<file path="config.mk">
export PLATFORM = sky130hd
export DESIGN_NAME = axi_burst_adapter_flat
export DESIGN_NICKNAME = d
export VERILOG_FILES = /design/src/rtl/axi_burst_adapter_pkg.sv /design/src/rtl/axi_burst_adapter_if.sv /design/src/rtl/axi_beat_counter.sv /design/src/rtl/axi_burst_adapter.sv /design/src/flat_wrapper.sv
export SDC_FILE = /design/constraint.sdc
export NUM_CORES = 1
export LEC_CHECK = 0
export BUFFER_PORTS_ARGS = -buffer_cell sky130_fd_sc_hd__buf_2
export CAP_MARGIN = 20
export CORE_AREA = 2 2 126 128
export CTS_CLUSTER_DIAMETER = 30
export DETAILED_ROUTE_END_ITERATION = 8
export DIE_AREA = 0 0 128 130
export GPL_TIMING_DRIVEN = 0
export HOLD_SLACK_MARGIN = 0.03
export PLACE_DENSITY = 0.72
export SYNTH_ARGS = -nofsm -noshare
export SYNTH_HDL_FRONTEND = slang
export SYNTH_SLANG_ARGS = --single-unit
</file>
<file path="constraint.sdc">
create_clock -name clk -period 1.64 [get_ports clk]
set_input_delay 0.082 -clock clk [delete_from_list [all_inputs] [get_ports clk]]
set_output_delay 0.082 -clock clk [all_outputs]
set_load 0.01 [all_outputs]
</file>
<file path="src/rtl/axi_burst_adapter_pkg.sv">
// Shared encodings for the AXI burst adapter: AXI burst/size/resp codes,
// fixed attribute values and the controller state type.
package axi_burst_adapter_pkg;

  typedef logic [1:0] axi_burst_t;
  typedef logic [2:0] axi_size_t;
  typedef logic [1:0] axi_resp_t;

  // Burst type
  localparam axi_burst_t BurstFixed = 2'b00;
  localparam axi_burst_t BurstIncr  = 2'b01;
  localparam axi_burst_t BurstWrap  = 2'b10;

  // Beat size (bytes per beat = 2**size)
  localparam axi_size_t Size1B = 3'b000;
  localparam axi_size_t Size2B = 3'b001;
  localparam axi_size_t Size4B = 3'b010;
  localparam axi_size_t Size8B = 3'b011;

  // Response codes
  localparam axi_resp_t RespOkay   = 2'b00;
  localparam axi_resp_t RespExokay = 2'b01;
  localparam axi_resp_t RespSlverr = 2'b10;
  localparam axi_resp_t RespDecerr = 2'b11;

  // Fixed transaction attributes
  localparam logic [1:0] LockNormal = 2'b00;
  localparam logic [3:0] CacheNone  = 4'b0000;
  localparam logic [2:0] ProtNone   = 3'b000;

  typedef enum logic [2:0] {
    StIdle  = 3'd0,
    StRaddr = 3'd1,
    StRdata = 3'd2,
    StWaddr = 3'd3,
    StWdata = 3'd4,
    StWresp = 3'd5
  } state_e;

  // Limit a requested beats-1 value to the configured maximum.
  function automatic logic [3:0] clamp_len(input logic [3:0] len, input logic [3:0] max_m1);
    return (len > max_m1) ? max_m1 : len;
  endfunction

  // SLVERR and DECERR both have bit 1 set.
  function automatic logic resp_is_err(input axi_resp_t resp);
    return resp[1];
  endfunction

endpackage

</file>
<file path="src/rtl/axi_burst_adapter_if.sv">
// AXI3 master bus bundle (AR, R, AW, W, B channels).
// Modports: master (adapter side), slave (memory/interconnect side).
interface axi_burst_adapter_if
  import axi_burst_adapter_pkg::*;
#(
  parameter int unsigned ADDR_WIDTH = 32,
  parameter int unsigned DATA_WIDTH = 32,
  parameter int unsigned ID_WIDTH   = 4
);
  localparam int unsigned STRB_W = DATA_WIDTH / 8;

  // Read address
  logic [ID_WIDTH-1:0]   arid;
  logic [ADDR_WIDTH-1:0] araddr;
  logic [3:0]            arlen;
  axi_size_t             arsize;
  axi_burst_t            arburst;
  logic [1:0]            arlock;
  logic [3:0]            arcache;
  logic [2:0]            arprot;
  logic                  arvalid;
  logic                  arready;
  // Read data
  logic [ID_WIDTH-1:0]   rid;
  logic [DATA_WIDTH-1:0] rdata;
  axi_resp_t             rresp;
  logic                  rlast;
  logic                  rvalid;
  logic                  rready;
  // Write address
  logic [ID_WIDTH-1:0]   awid;
  logic [ADDR_WIDTH-1:0] awaddr;
  logic [3:0]            awlen;
  axi_size_t             awsize;
  axi_burst_t            awburst;
  logic [1:0]            awlock;
  logic [3:0]            awcache;
  logic [2:0]            awprot;
  logic                  awvalid;
  logic                  awready;
  // Write data
  logic [ID_WIDTH-1:0]   wid;
  logic [DATA_WIDTH-1:0] wdata;
  logic [STRB_W-1:0]     wstrb;
  logic                  wlast;
  logic                  wvalid;
  logic                  wready;
  // Write response
  logic [ID_WIDTH-1:0]   bid;
  axi_resp_t             bresp;
  logic                  bvalid;
  logic                  bready;

  modport master (
    output arid, araddr, arlen, arsize, arburst, arlock, arcache, arprot, arvalid,
    input  arready,
    input  rid, rdata, rresp, rlast, rvalid,
    output rready,
    output awid, awaddr, awlen, awsize, awburst, awlock, awcache, awprot, awvalid,
    input  awready,
    output wid, wdata, wstrb, wlast, wvalid,
    input  wready,
    input  bid, bresp, bvalid,
    output bready
  );

  modport slave (
    input  arid, araddr, arlen, arsize, arburst, arlock, arcache, arprot, arvalid,
    output arready,
    output rid, rdata, rresp, rlast, rvalid,
    input  rready,
    input  awid, awaddr, awlen, awsize, awburst, awlock, awcache, awprot, awvalid,
    output awready,
    input  wid, wdata, wstrb, wlast, wvalid,
    output wready,
    output bid, bresp, bvalid,
    input  bready
  );

endinterface

</file>
<file path="src/rtl/axi_beat_counter.sv">
// Beat counter shared by the read and write data phases.
// Ports: clk, rst (async active-low), load (clear count, capture len),
//        len (beats-1), incr (one beat transferred), last (count == len).
module axi_beat_counter (
  input  logic       clk,
  input  logic       rst,
  input  logic       load,
  input  logic [3:0] len,
  input  logic       incr,
  output logic       last
);

  logic [3:0] cnt_q;
  logic [3:0] len_q;

  always_ff @(posedge clk or negedge rst) begin
    if (!rst) begin
      cnt_q <= '0;
      len_q <= '0;
    end else if (load) begin
      cnt_q <= '0;
      len_q <= len;
    end else if (incr) begin
      cnt_q <= cnt_q + 4'd1;
    end
  end

  assign last = (cnt_q == len_q);

endmodule

</file>
<file path="src/rtl/axi_burst_adapter.sv">
// Converts simple single-request bursts into AXI3 INCR transactions.
// Ports: clk, rst (async active-low);
//        req_* : request handshake (write flag, addr, size, len=beats-1, wstrb);
//        wbeat_data/wbeat_ready : show-ahead write data source and its pop strobe;
//        rbeat_* : registered read beats; resp_valid/resp_err : completion pulse;
//        axi : AXI3 master bus.
module axi_burst_adapter
  import axi_burst_adapter_pkg::*;
#(
  parameter int unsigned ADDR_WIDTH = 32,
  parameter int unsigned DATA_WIDTH = 32,
  parameter int unsigned ID_WIDTH   = 4,
  parameter int unsigned AXI_ID     = 0,
  parameter int unsigned MAX_LEN    = 16
) (
  input  logic                    clk,
  input  logic                    rst,
  // Request
  input  logic                    req_valid,
  output logic                    req_ready,
  input  logic                    req_write,
  input  logic [ADDR_WIDTH-1:0]   req_addr,
  input  logic [2:0]              req_size,
  input  logic [3:0]              req_len,
  input  logic [DATA_WIDTH/8-1:0] req_wstrb,
  // Write beats
  input  logic [DATA_WIDTH-1:0]   wbeat_data,
  output logic                    wbeat_ready,
  // Read beats
  output logic                    rbeat_valid,
  output logic [DATA_WIDTH-1:0]   rbeat_data,
  output logic                    rbeat_last,
  // Completion
  output logic                    resp_valid,
  output logic                    resp_err,
  // AXI3 master
  axi_burst_adapter_if.master     axi
);

  localparam int unsigned STRB_W = DATA_WIDTH / 8;
  localparam logic [ID_WIDTH-1:0] AxiId = ID_WIDTH'(AXI_ID);
  localparam logic [3:0] MaxLenM1 = 4'(MAX_LEN - 1);

  state_e state_q, state_d;

  logic [ADDR_WIDTH-1:0] addr_q;
  logic [2:0]            size_q;
  logic [3:0]            len_q;
  logic [STRB_W-1:0]     wstrb_q;
  logic                  err_q, err_d;

  logic                  rbeat_valid_q, rbeat_valid_d;
  logic [DATA_WIDTH-1:0] rbeat_data_q, rbeat_data_d;
  logic                  rbeat_last_q, rbeat_last_d;
  logic                  resp_valid_q, resp_valid_d;
  logic                  resp_err_q, resp_err_d;

  logic       accept;
  logic       ar_hs, aw_hs, r_hs, w_hs, b_hs;
  logic       r_beat_err, b_err;
  logic [3:0] len_clamped;
  logic       cnt_last;

  assign accept      = req_valid && (state_q == StIdle);
  assign ar_hs       = (state_q == StRaddr) && axi.arready;
  assign aw_hs       = (state_q == StWaddr) && axi.awready;
  // rvalid/bvalid only count in the phases that expect them.
  assign r_hs        = (state_q == StRdata) && axi.rvalid;
  assign w_hs        = (state_q == StWdata) && axi.wready;
  assign b_hs        = (state_q == StWresp) && axi.bvalid;
  assign r_beat_err  = resp_is_err(axi.rresp) || (axi.rid != AxiId);
  assign b_err       = resp_is_err(axi.bresp) || (axi.bid != AxiId);
  assign len_clamped = clamp_len(req_len, MaxLenM1);

  axi_beat_counter u_beat_counter (
    .clk  (clk),
    .rst  (rst),
    .load (accept),
    .len  (len_clamped),
    .incr (r_hs || w_hs),
    .last (cnt_last)
  );

  // Next state
  always_comb begin
    state_d = state_q;
    unique case (state_q)
      StIdle:  if (accept) state_d = req_write ? StWaddr : StRaddr;
      StRaddr: if (ar_hs) state_d = StRdata;
      StRdata: if (r_hs && axi.rlast) state_d = StIdle;
      StWaddr: if (aw_hs) state_d = StWdata;
      StWdata: if (w_hs && cnt_last) state_d = StWresp;
      StWresp: if (b_hs) state_d = StIdle;
      default: state_d = StIdle;
    endcase
  end

  // Read beat forwarding and completion
  always_comb begin
    err_d         = err_q;
    rbeat_valid_d = r_hs;
    rbeat_data_d  = rbeat_data_q;
    rbeat_last_d  = r_hs && axi.rlast;
    resp_valid_d  = 1'b0;
    resp_err_d    = 1'b0;
    if (accept) begin
      err_d = 1'b0;
    end else if (r_hs) begin
      err_d = err_q || r_beat_err;
    end
    if (r_hs) begin
      rbeat_data_d = axi.rdata;
    end
    // Read completion coincides with the forwarded last beat.
    if (r_hs && axi.rlast) begin
      resp_valid_d = 1'b1;
      resp_err_d   = err_q || r_beat_err;
    end else if (b_hs) begin
      resp_valid_d = 1'b1;
      resp_err_d   = b_err;
    end
  end

  always_ff @(posedge clk or negedge rst) begin
    if (!rst) begin
      state_q       <= StIdle;
      addr_q        <= '0;
      size_q        <= '0;
      len_q         <= '0;
      wstrb_q       <= '0;
      err_q         <= 1'b0;
      rbeat_valid_q <= 1'b0;
      rbeat_data_q  <= '0;
      rbeat_last_q  <= 1'b0;
      resp_valid_q  <= 1'b0;
      resp_err_q    <= 1'b0;
    end else begin
      state_q       <= state_d;
      err_q         <= err_d;
      rbeat_valid_q <= rbeat_valid_d;
      rbeat_data_q  <= rbeat_data_d;
      rbeat_last_q  <= rbeat_last_d;
      resp_valid_q  <= resp_valid_d;
      resp_err_q    <= resp_err_d;
      if (accept) begin
        addr_q  <= req_addr;
        size_q  <= req_size;
        len_q   <= len_clamped;
        wstrb_q <= req_wstrb;
      end
    end
  end

  // Request / local outputs
  assign req_ready   = (state_q == StIdle);
  assign wbeat_ready = w_hs;
  assign rbeat_valid = rbeat_valid_q;
  assign rbeat_data  = rbeat_data_q;
  assign rbeat_last  = rbeat_last_q;
  assign resp_valid  = resp_valid_q;
  assign resp_err    = resp_err_q;

  // AR / R
  assign axi.arid    = AxiId;
  assign axi.araddr  = addr_q;
  assign axi.arlen   = len_q;
  assign axi.arsize  = size_q;
  assign axi.arburst = BurstIncr;
  assign axi.arlock  = LockNormal;
  assign axi.arcache = CacheNone;
  assign axi.arprot  = ProtNone;
  assign axi.arvalid = (state_q == StRaddr);
  assign axi.rready  = (state_q == StRdata);

  // AW / W / B
  assign axi.awid    = AxiId;
  assign axi.awaddr  = addr_q;
  assign axi.awlen   = len_q;
  assign axi.awsize  = size_q;
  assign axi.awburst = BurstIncr;
  assign axi.awlock  = LockNormal;
  assign axi.awcache = CacheNone;
  assign axi.awprot  = ProtNone;
  assign axi.awvalid = (state_q == StWaddr);
  assign axi.wid     = AxiId;
  assign axi.wdata   = wbeat_data;
  assign axi.wstrb   = wstrb_q;
  assign axi.wlast   = cnt_last;
  assign axi.wvalid  = (state_q == StWdata);
  assign axi.bready  = (state_q == StWresp);

  // Only bit 1 of a response carries the error indication.
  logic unused_resp_lsb;
  assign unused_resp_lsb = axi.rresp[0] ^ axi.bresp[0];

endmodule

</file>
<file path="src/flat_wrapper.sv">
// flat-port wrapper written by rule: the top's interface ports become plain ports
module axi_burst_adapter_flat import axi_burst_adapter_pkg::*;
#(
  parameter int unsigned ADDR_WIDTH = 32,
  parameter int unsigned DATA_WIDTH = 32,
  parameter int unsigned ID_WIDTH   = 4,
  parameter int unsigned AXI_ID     = 0,
  parameter int unsigned MAX_LEN    = 16
)
  (clk, rst, req_valid, req_ready, req_write, req_addr, req_size, req_len, req_wstrb, wbeat_data, wbeat_ready, rbeat_valid, rbeat_data, rbeat_last, resp_valid, resp_err, axi_arid, axi_araddr, axi_arlen, axi_arsize, axi_arburst, axi_arlock, axi_arcache, axi_arprot, axi_arvalid, axi_arready, axi_rid, axi_rdata, axi_rresp, axi_rlast, axi_rvalid, axi_rready, axi_awid, axi_awaddr, axi_awlen, axi_awsize, axi_awburst, axi_awlock, axi_awcache, axi_awprot, axi_awvalid, axi_awready, axi_wid, axi_wdata, axi_wstrb, axi_wlast, axi_wvalid, axi_wready, axi_bid, axi_bresp, axi_bvalid, axi_bready);
  axi_burst_adapter_if #(.ADDR_WIDTH(ADDR_WIDTH), .DATA_WIDTH(DATA_WIDTH), .ID_WIDTH(ID_WIDTH)) axi_i ();
  input  logic clk;
  input  logic rst;
  input  logic req_valid;
  output logic req_ready;
  input  logic req_write;
  input  logic [ADDR_WIDTH-1:0] req_addr;
  input  logic [2:0] req_size;
  input  logic [3:0] req_len;
  input  logic [DATA_WIDTH/8-1:0] req_wstrb;
  input  logic [DATA_WIDTH-1:0] wbeat_data;
  output logic wbeat_ready;
  output logic rbeat_valid;
  output logic [DATA_WIDTH-1:0] rbeat_data;
  output logic rbeat_last;
  output logic resp_valid;
  output logic resp_err;
  output wire logic [$bits(axi_i.arid)-1:0] axi_arid;
  output wire logic [$bits(axi_i.araddr)-1:0] axi_araddr;
  output wire logic [$bits(axi_i.arlen)-1:0] axi_arlen;
  output wire logic [$bits(axi_i.arsize)-1:0] axi_arsize;
  output wire logic [$bits(axi_i.arburst)-1:0] axi_arburst;
  output wire logic [$bits(axi_i.arlock)-1:0] axi_arlock;
  output wire logic [$bits(axi_i.arcache)-1:0] axi_arcache;
  output wire logic [$bits(axi_i.arprot)-1:0] axi_arprot;
  output wire logic [$bits(axi_i.arvalid)-1:0] axi_arvalid;
  input wire logic [$bits(axi_i.arready)-1:0] axi_arready;
  input wire logic [$bits(axi_i.rid)-1:0] axi_rid;
  input wire logic [$bits(axi_i.rdata)-1:0] axi_rdata;
  input wire logic [$bits(axi_i.rresp)-1:0] axi_rresp;
  input wire logic [$bits(axi_i.rlast)-1:0] axi_rlast;
  input wire logic [$bits(axi_i.rvalid)-1:0] axi_rvalid;
  output wire logic [$bits(axi_i.rready)-1:0] axi_rready;
  output wire logic [$bits(axi_i.awid)-1:0] axi_awid;
  output wire logic [$bits(axi_i.awaddr)-1:0] axi_awaddr;
  output wire logic [$bits(axi_i.awlen)-1:0] axi_awlen;
  output wire logic [$bits(axi_i.awsize)-1:0] axi_awsize;
  output wire logic [$bits(axi_i.awburst)-1:0] axi_awburst;
  output wire logic [$bits(axi_i.awlock)-1:0] axi_awlock;
  output wire logic [$bits(axi_i.awcache)-1:0] axi_awcache;
  output wire logic [$bits(axi_i.awprot)-1:0] axi_awprot;
  output wire logic [$bits(axi_i.awvalid)-1:0] axi_awvalid;
  input wire logic [$bits(axi_i.awready)-1:0] axi_awready;
  output wire logic [$bits(axi_i.wid)-1:0] axi_wid;
  output wire logic [$bits(axi_i.wdata)-1:0] axi_wdata;
  output wire logic [$bits(axi_i.wstrb)-1:0] axi_wstrb;
  output wire logic [$bits(axi_i.wlast)-1:0] axi_wlast;
  output wire logic [$bits(axi_i.wvalid)-1:0] axi_wvalid;
  input wire logic [$bits(axi_i.wready)-1:0] axi_wready;
  input wire logic [$bits(axi_i.bid)-1:0] axi_bid;
  input wire logic [$bits(axi_i.bresp)-1:0] axi_bresp;
  input wire logic [$bits(axi_i.bvalid)-1:0] axi_bvalid;
  output wire logic [$bits(axi_i.bready)-1:0] axi_bready;
  assign axi_arid = axi_i.arid;
  assign axi_araddr = axi_i.araddr;
  assign axi_arlen = axi_i.arlen;
  assign axi_arsize = axi_i.arsize;
  assign axi_arburst = axi_i.arburst;
  assign axi_arlock = axi_i.arlock;
  assign axi_arcache = axi_i.arcache;
  assign axi_arprot = axi_i.arprot;
  assign axi_arvalid = axi_i.arvalid;
  assign axi_i.arready = axi_arready;
  assign axi_i.rid = axi_rid;
  assign axi_i.rdata = axi_rdata;
  assign axi_i.rresp = axi_rresp;
  assign axi_i.rlast = axi_rlast;
  assign axi_i.rvalid = axi_rvalid;
  assign axi_rready = axi_i.rready;
  assign axi_awid = axi_i.awid;
  assign axi_awaddr = axi_i.awaddr;
  assign axi_awlen = axi_i.awlen;
  assign axi_awsize = axi_i.awsize;
  assign axi_awburst = axi_i.awburst;
  assign axi_awlock = axi_i.awlock;
  assign axi_awcache = axi_i.awcache;
  assign axi_awprot = axi_i.awprot;
  assign axi_awvalid = axi_i.awvalid;
  assign axi_i.awready = axi_awready;
  assign axi_wid = axi_i.wid;
  assign axi_wdata = axi_i.wdata;
  assign axi_wstrb = axi_i.wstrb;
  assign axi_wlast = axi_i.wlast;
  assign axi_wvalid = axi_i.wvalid;
  assign axi_i.wready = axi_wready;
  assign axi_i.bid = axi_bid;
  assign axi_i.bresp = axi_bresp;
  assign axi_i.bvalid = axi_bvalid;
  assign axi_bready = axi_i.bready;
  axi_burst_adapter #(.ADDR_WIDTH(ADDR_WIDTH), .DATA_WIDTH(DATA_WIDTH), .ID_WIDTH(ID_WIDTH), .AXI_ID(AXI_ID), .MAX_LEN(MAX_LEN)) u_core (.clk(clk), .rst(rst), .req_valid(req_valid), .req_ready(req_ready), .req_write(req_write), .req_addr(req_addr), .req_size(req_size), .req_len(req_len), .req_wstrb(req_wstrb), .wbeat_data(wbeat_data), .wbeat_ready(wbeat_ready), .rbeat_valid(rbeat_valid), .rbeat_data(rbeat_data), .rbeat_last(rbeat_last), .resp_valid(resp_valid), .resp_err(resp_err), .axi(axi_i));
endmodule
</file>
==> results of run 1 <==
power groups by stage:
stage | sequential [mW] | combinational [mW] | clock, mW
6_report | 3.90 | 6.17 | 2.31
2_1_floorplan | 4.26 | 3.28 | 0
3_5_place_dp | 3.93 | 5.87 | 0
3_3_place_gp | 3.89 | 5.78 | 0
5_1_grt | 4.04 | 6.71 | 2.50
4_1_cts | 3.90 | 6.08 | 2.40
Yosys cell counts (2+ instances only):
| cell | number |
|---|---|
| sky130_fd_sc_hd__mux2_2 | 9 |
| sky130_fd_sc_hd__nor3b_1 | 2 |
| sky130_fd_sc_hd__xor2_1 | 4 |
| sky130_fd_sc_hd__nor2b_1 | 3 |
| sky130_fd_sc_hd__conb_1 | 2 |
| sky130_fd_sc_hd__nor3_2 | 2 |
| sky130_fd_sc_hd__clkbuf_1 | 4 |
| sky130_fd_sc_hd__nand2_1 | 126 |
| sky130_fd_sc_hd__buf_6 | 2 |
| sky130_fd_sc_hd__or4_1 | 2 |
| sky130_fd_sc_hd__buf_12 | 3 |
| sky130_fd_sc_hd__mux2i_1 | 3 |
| sky130_fd_sc_hd__buf_4 | 111 |
| sky130_fd_sc_hd__dfrtp_1 | 87 |
| sky130_fd_sc_hd__and2_1 | 3 |
| sky130_fd_sc_hd__mux2_4 | 27 |
| sky130_fd_sc_hd__nor2_1 | 6 |
layout make-up:
type	instances	area share, %
flip-flops and latches	87	29.8
clock buffers	9	3.07
inverters	1	0.0512
clock inverters	7	1.48
multi-input cells	243	20.4
plain buffers	121	12.8
repair buffers	338	29.1
well taps	192	3.28
worst paths after layout:
kind	start	endpoint	slack, ns	depth (start not counted)
worst min register to register	u_core.axi.wstrb[0]	u_core.axi.wstrb[0]	0.48	2
worst min-delay path	axi_arready	u_core.state_q[1]	0.06	3
max in group asynchronous	rst	u_core.u_beat_counter.cnt_q[0]	0.70	3
worst max-delay path	u_core.state_q[2]	u_core.rbeat_data[31]	0.07	5
min in group asynchronous	rst	u_core.rbeat_data[29]	0.30	2
worst max register to register	u_core.state_q[2]	u_core.rbeat_data[31]	0.07	5
routing by layer:
metal  GRT usage [%]  share of wire [%]  up-vias
li1                -                  -     1958
met2            27.1                 52      142
met3            2.54                5.1       16
met5               0                  0        -
met1            18.4                 41     1861
met4            5.82                1.7        0
metrics by stage:
step	TNS, ns	util [%]	hold slack [ns]	total power [mW]
2_1_floorplan	0	-	-0.214	7.54
3_3_place_gp	-29.48	39.6	0.271	9.67
3_5_place_dp	0	39.8	0.113	9.81
4_1_cts	0	47.3	0.0475	12.4
5_1_grt	0	47.6	0.0549	13.2
6_report	0	47.6	0.0647	12.4
state kept, by name, summed over array words and instances (netlist names):
name	count
u_core.axi.arsize	3
u_core.axi.wstrb	4
u_core.state_q	3
u_core.u_beat_counter.cnt_q	4
u_core.rbeat_data	32
u_core.u_beat_counter.len_q	4
u_core.resp_valid	1
u_core.rbeat_valid	1
u_core.resp_err	1
u_core.err_q	1
u_core.rbeat_last	1
u_core.axi.araddr	32
worst max-delay path: stages, from the launching register on:
cell and delay, ns:
sky130_fd_sc_hd__dfrtp_1 0.43, sky130_fd_sc_hd__nor3b_4 0.22, sky130_fd_sc_hd__and2_4 0.17, sky130_fd_sc_hd__buf_6 0.16
sky130_fd_sc_hd__buf_12 0.16, sky130_fd_sc_hd__mux2_4 0.31
kinds of logic (layout without fill, tap and decap cells):
logic type | Yosys count | after routing | synth area share (%)
other | 2 | 34 | 0.167
adders and majority gates | 1 | 1 | 0.279
DFF | 87 | 87 | 48.5
xor gates and xnor gates | 5 | 5 | 0.975
and+or+nand+nor | 157 | 157 | 15.6
buffers and inverters | 122 | 476 | 20.9
muxes | 39 | 39 | 12.0
AOI/OAI and AO/OA | 7 | 7 | 1.62
what timing repair did:
action                                  in CTS  in global routing
gates resized for setup                      1                 11
pin swaps                                    1                  2
hold buffers                                80                  0
endpoints found under the setup margin       1                 41
buffers inserted                             1                  4
endpoints found under the hold margin      121                  0
layout by cell type, fill, tap and decap left out, types with 3 or more instances in the layout:
master | netlist | routed
sky130_fd_sc_hd__and2_1 | 3 | 3
sky130_fd_sc_hd__buf_12 | 3 | 3
sky130_fd_sc_hd__buf_2 | 1 | 251
sky130_fd_sc_hd__buf_4 | 111 | 117
sky130_fd_sc_hd__buf_6 | 2 | 3
sky130_fd_sc_hd__clkbuf_16 | 0 | 9
sky130_fd_sc_hd__clkbuf_2 | 0 | 3
sky130_fd_sc_hd__conb_1 | 2 | 34
sky130_fd_sc_hd__dfrtp_1 | 87 | 83
sky130_fd_sc_hd__dfrtp_2 | 0 | 4
sky130_fd_sc_hd__dlygate4sd3_1 | 0 | 80
sky130_fd_sc_hd__inv_6 | 0 | 3
sky130_fd_sc_hd__mux2_2 | 9 | 9
sky130_fd_sc_hd__mux2_4 | 27 | 27
sky130_fd_sc_hd__mux2i_1 | 3 | 3
sky130_fd_sc_hd__nand2_1 | 126 | 126
sky130_fd_sc_hd__nor2_1 | 6 | 6
sky130_fd_sc_hd__nor2b_1 | 3 | 3
sky130_fd_sc_hd__xor2_1 | 4 | 4
==> reports/results.env, run 1 <==
SYNTH-SEQ-CELLS=87
MAXSLEWVIOLCOUNT=0
SYNTH_TOP_FLOP_CELL='sky130_fd_sc_hd__dfrtp_1'
LAYOUT_MIN_CYCLE_TIME_NS=1.57
CLK_PWR_SHARE_PCT=18.7
SETUP_VIOLS_FINAL=0
POST_SYNTH_EDFFS=0
REQUIRED_NS=1.86
PLACEDINSTANCEAREA_UM2=6140
SYNTH.TOP_CELL.AREA_SHARE_PCT=48.5
POWER_FRAC_COMB_PCT=49.8
CRIT_PATH_END_KIND='flip-flop'
DIE_W_UM=128
PLACE_INST=897
SEQUENTIAL_FRACTION_OF_DESIGN_POWER_PCT=31.5
FINALWEIGHTEDCONGESTION=0.778
COMBINED_AREA_OF_THE_MULTI_INPUT_LOGIC_CELLS_UM2=1500
ROWS=46
WL_PER_CELL_UM=13.1
ASYNCSETRESETFLOPFRACSYNTH_PCT=100
WIRE_LENGTH_OF_THE_FIRST_GLOBAL_ROUTING_PASS_UM=19500
NUM_IO_PINS=321
CLOCK_LATENCY_NS=0.34
INITIAL_CORE_UTIL_PCT=29.1
DRIVE_ABOVE_1_SHARE_PCT=55.1
FINAL.SETUP.WORST_SLACK_NS=0.0715
FILLER_INSTANCES=1434
CTS.ROOT.BUFFER_CELL='sky130_fd_sc_hd__clkbuf_16'
VIA_COUNT=3977
CTS.PATH.MAX_BUFFERS=2
AREA_CONTRIBUTORS_POST_SYNTH='sky130_fd_sc_hd__dfrtp_1, sky130_fd_sc_hd__buf_4, sky130_fd_sc_hd__nand2_1, sky130_fd_sc_hd__mux2_4, sky130_fd_sc_hd__mux2_2'
PLACE_HPWL_UM=9260
ROUTED_VIA_DENSITY=3.98
DETAIL_ROUTE.DRC_VIOLATIONS=0
OUTCOME='complete, no violations'
SETUP_REPAIR_AFTER_GLOBAL_ROUTING_MISSED_ITS_MARGIN='false'
CORE_AREA_UM2=15400
INSERTEDDIODECOUNT=0
DIEAREA_UM2=16600
FINALCRITPERIODSHARE_PCT=95.6
FIRST_ITER_VIOLATIONS=100
POWER_DENSITY_nW_PER_UM2=1690
ANT_NETS=0
SYNTHESIS.YOSYS.WARNINGS=0
GRT_REMAINING_OVERFLOW=0
CRITPATHMAXFANOUT=10
YOSYSTOPAREACELL='sky130_fd_sc_hd__dfrtp_1'
AREA.SEQUENTIAL_UM2=2180
CLKTRANSATPATHREGS_NS=0.07
POWER.SWITCHING_mW=4.55
WORST_PIN_SLEW_NS=0.574
PLACE_WS_NS=0.0470
CP-START-KIND='flip-flop'
DISTINCT_CELL_TYPE_COUNT_AFTER_SYNTHESIS=41
SEQ_AREA_FRAC_SYNTH_PCT=48.5
INTPOWER_mW=7.83
SYNTHESIS.AREA_UM2=4490
FIRST_GLOBAL_VIAS=3721
MAXIMUM_NUMBER_OF_PINS_ON_ONE_NET_BEFORE_GLOBAL_ROUTE_REPAIR=46
MAX_SLEW_HEADROOM_AT_THE_WORST_PIN_PCT=61.7
TIMING.FMAX_MHz=638
FINALWIRELENGTH_UM=13000
DIE_HEIGHT_UM=130
POWER_LEAKAGE_nW=4.14
CTS_TREE='built'
POWER.IR.VDD_WORST_mV=0.575
CTS-HTREE-LEVELS=3
GRT_USAGE_PCT=15.2
CAP_VIOL_MAX_COUNT=0
NETSWITCHINGFRACTION_PCT=36.8
POST_SYNTH.CELL_AREA_AVG_UM2=10.7
PLACEMENT.IO_BUFFERS=252
TRITONCTS_NUM_SINKS=87
NUMCTSBUFFERS=9
FIRSTDRTPASSITERS=4
FIN_SKEW_NS=0.00817
HOLD_PATH_CLASS='input port to flip-flop'
FINAL-INSTANCE-COUNT-EXCL-FILL=998
ARRIVAL_NS=1.79
SYNTH_CELLS=420
FLOW.AREA_GROWTH_FROM_SYNTHESIS_PCT=63.4
HOLD_VIOL_FINAL=0
ANTENNA_FOUND_INITIAL=0
CRITICALPATHCATEGORY='flip-flop to flip-flop'
LAYOUT.NETS=931
POSTLAYOUTCELLAREA_UM2=7330
No activity file was read; power rests on OpenSTA's default activity.
==> run 2, diff against run 1 <==
Settings changed: CORE_AREA 2 2 126 128 to 2 2 125 127, DIE_AREA 0 0 128 130 to 0 0 127 129, GPL_ROUTABILITY_DRIVEN from default to 0, PLACE_DENSITY 0.72 to 0.73.
==> reports/results.env, run 2 (synthesis results as in run 1) <==
SETUP.WORST_PATH.START='u_core.state_q[2]'
FF2FF_PATH_DEPTH=5  # unchanged
CTS-HTREE-LEVELS=3  # unchanged
HOLD_PATH_CLASS='input port to flip-flop'
DIE_HEIGHT_UM=129  # -0.77%
OUTCOME='complete, no violations'
TIMING.FMAX_MHz=635  # -0.39%
CLOCK_LATENCY_NS=0.33  # about the same
REGTOREGSETUPSLACK_NS=0.07  # about the same
LAYOUT_MIN_CYCLE_TIME_NS=1.57  # +0.00617 ns
FINALCRITPERIODSHARE_PCT=96.0  # +0.38 points
ARRIVAL_NS=1.79  # about the same
HOLD_VIOL_FINAL=0  # unchanged
POWER.IR.VDD_WORST_mV=0.616  # +7.1%
FINALWIRELENGTH_UM=13100  # +0.71%
LAYOUT.NETS=930  # -0.11%
FINAL_COMMON_CELL='sky130_fd_sc_hd__buf_2'
MIN_PATH_CELLS=3  # unchanged
INSERTEDDIODECOUNT=0  # unchanged
POSTLAYOUTCELLAREA_UM2=7350  # +0.15%
MAX_SLEW_HEADROOM_AT_THE_WORST_PIN_PCT=62.4  # +0.71 points
CLKTRANSATPATHREGS_NS=0.06  # about the same
HOLD-WORST-SLACK_NS=0.0560  # -0.00872 ns
ANTENNA_FOUND_INITIAL=0  # unchanged
CTS_TREE='built'
DIEAREA_UM2=16400  # -1.5%
FIN_SKEW_NS=0.00859  # +0.000418 ns
MAXIMUM_NUMBER_OF_PINS_ON_ONE_NET_BEFORE_GLOBAL_ROUTE_REPAIR=50  # +8.7%
POWER_DENSITY_nW_PER_UM2=1700  # +0.63%
DRIVE_ABOVE_1_SHARE_PCT=55.0  # -0.056 points
WORST_PIN_SLEW_NS=0.564  # -0.0106 ns
CAP_VIOL_MAX_COUNT=0  # unchanged
CRITICALPATHCATEGORY='flip-flop to flip-flop'
CRITPATHMAXFANOUT=10  # unchanged
LAYOUT.CELLS.MOST_COMMON_LIST='sky130_fd_sc_hd__buf_2, sky130_fd_sc_hd__nand2_1, sky130_fd_sc_hd__buf_4'
REQUIRED_NS=1.85  # about the same
DIE_W_UM=127  # -0.78%
ENDPOINT='u_core.rbeat_data[7]'
NUMCTSBUFFERS=9  # unchanged
ROWS=45  # -2.2%
VIA_COUNT=4010  # +0.83%
ANT_NETS=0  # unchanged
PLACE_INST=893  # -0.45%
PLACE_HPWL_UM=9290  # +0.24%
CORE_AREA_UM2=15000  # -2.9%
INITIAL_CORE_UTIL_PCT=30.0  # +0.87 points
SETUP_REPAIR_AFTER_GLOBAL_ROUTING_MISSED_ITS_MARGIN='true'
R2R_START='u_core.state_q[2]'
TRITONCTS_NUM_SINKS=87  # unchanged
SETUP_TOTAL_NEG_SLACK_NS=0  # unchanged
DETAIL_ROUTE.DRC_VIOLATIONS=0  # unchanged
ROUTED_VIA_DENSITY=4.04  # +1.3%
NUM_IO_PINS=321  # unchanged
FIRST_GLOBAL_VIAS=3837  # +3.1%
FIRSTDRTPASSITERS=4  # unchanged
CP-START-KIND='flip-flop'
FINAL-INSTANCE-COUNT-EXCL-FILL=993  # -0.50%
SETUP_VIOLS_FINAL=0  # unchanged
GRT_REMAINING_OVERFLOW=0  # unchanged
CTS.ROOT.BUFFER_CELL='sky130_fd_sc_hd__clkbuf_16'
CTS.PATH.MAX_BUFFERS=2  # unchanged
FIRST_ITER_VIOLATIONS=124  # +24%
MAXSLEWVIOLCOUNT=0  # unchanged
PLACEMENT.IO_BUFFERS=252  # unchanged
CRIT_PATH_END_KIND='flip-flop'
PLACEDINSTANCEAREA_UM2=6140  # about the same
DESTINATION_OF_THE_WORST_REGISTER_TO_REGISTER_TIMING_PATH='u_core.rbeat_data[7]'
HOLD_PATH_START='axi_arready'
WIRE_LENGTH_OF_THE_FIRST_GLOBAL_ROUTING_PASS_UM=19600  # +0.35%
FLOW.AREA_GROWTH_FROM_SYNTHESIS_PCT=63.6
WL_PER_CELL_UM=13.2  # +1.2%
GRT_USAGE_PCT=15.3  # +0.13 points
POWER_LEAKAGE_nW=4.14  # about the same
run 2: cell count changes in the layout (fill, tap and decap cells not counted), sizes merged:
cell      previous run  this run
clkbuf              13        14
clkinvlp             0         1
bufinv               2         3
buf                375       374
inv                  6         3
run 2: stage by stage:
| stage | worst slack [ns] | total power, mW | utilization (%) |
|---|---|---|---|
| finish | 0.0653 | 12.5 | 49.0 |
| global route | -0.0377 | 13.3 | 49.0 |
| CTS | 0.00480 | 12.5 | 48.8 |
| detailed placement | 0.0280 | 9.83 | 41.0 |
| global placement | -0.344 | 9.69 | 40.8 |
| floorplan | 0.0914 | 7.54 | - |
run 2: layout make-up:
type	instances	area, um^2
Clock inverter	6	115
Clock buffer	10	239
Tap cell	188	235
Timing Repair Buffer	337	2130
Sequential cell	87	2180
Inverter	1	3.75
Buffer	121	940
Fill cell	1380	7630
Multi-Input combinational cell	243	1500
run 2: worst min path at each step:
stage               slack [ns]               endpoint
floorplan                -0.21   u_core.axi.araddr[0]
global placement          0.27   u_core.axi.araddr[9]
detailed placement        0.12  u_core.rbeat_data[21]
CTS                       0.03      u_core.state_q[1]
global route              0.05        u_core.resp_err
finish                    0.06      u_core.state_q[1]
run 2: what timing repair did:
item,in CTS,in global routing
hold buffers,80,0
hold endpoints to repair,117,0
pin swaps,1,2
endpoints found under the setup margin,1,47
resized for setup,1,11
setup buffers,1,3
run 2: layer usage:
| layer | wire length (um) | track usage (%) | vias up |
|---|---|---|---|
| li1 | - | - | 1955 |
| met1 | 5300 | 18.6 | 1865 |
| met2 | 6710 | 26.4 | 164 |
| met3 | 736 | 3.16 | 26 |
| met4 | 376 | 6.59 | 0 |
| met5 | 0 | 0 | - |
run 2: where the power goes:
| group | total [mW] | switching [mW] | internal, mW |
|---|---|---|---|
| Combinational | 6.13 | 2.87 | 3.27 |
| Clock | 2.41 | 0.872 | 1.54 |
| Sequential | 3.92 | 0.754 | 3.17 |
| Total | 12.5 | 4.50 | 7.98 |
run 2: critical path, stage by stage (launching register included):
cell and delay [ns]:
sky130_fd_sc_hd__dfrtp_1 0.44, sky130_fd_sc_hd__nor3b_4 0.22, sky130_fd_sc_hd__and2_4 0.16, sky130_fd_sc_hd__buf_6 0.16
sky130_fd_sc_hd__buf_12 0.16, sky130_fd_sc_hd__mux2_4 0.31
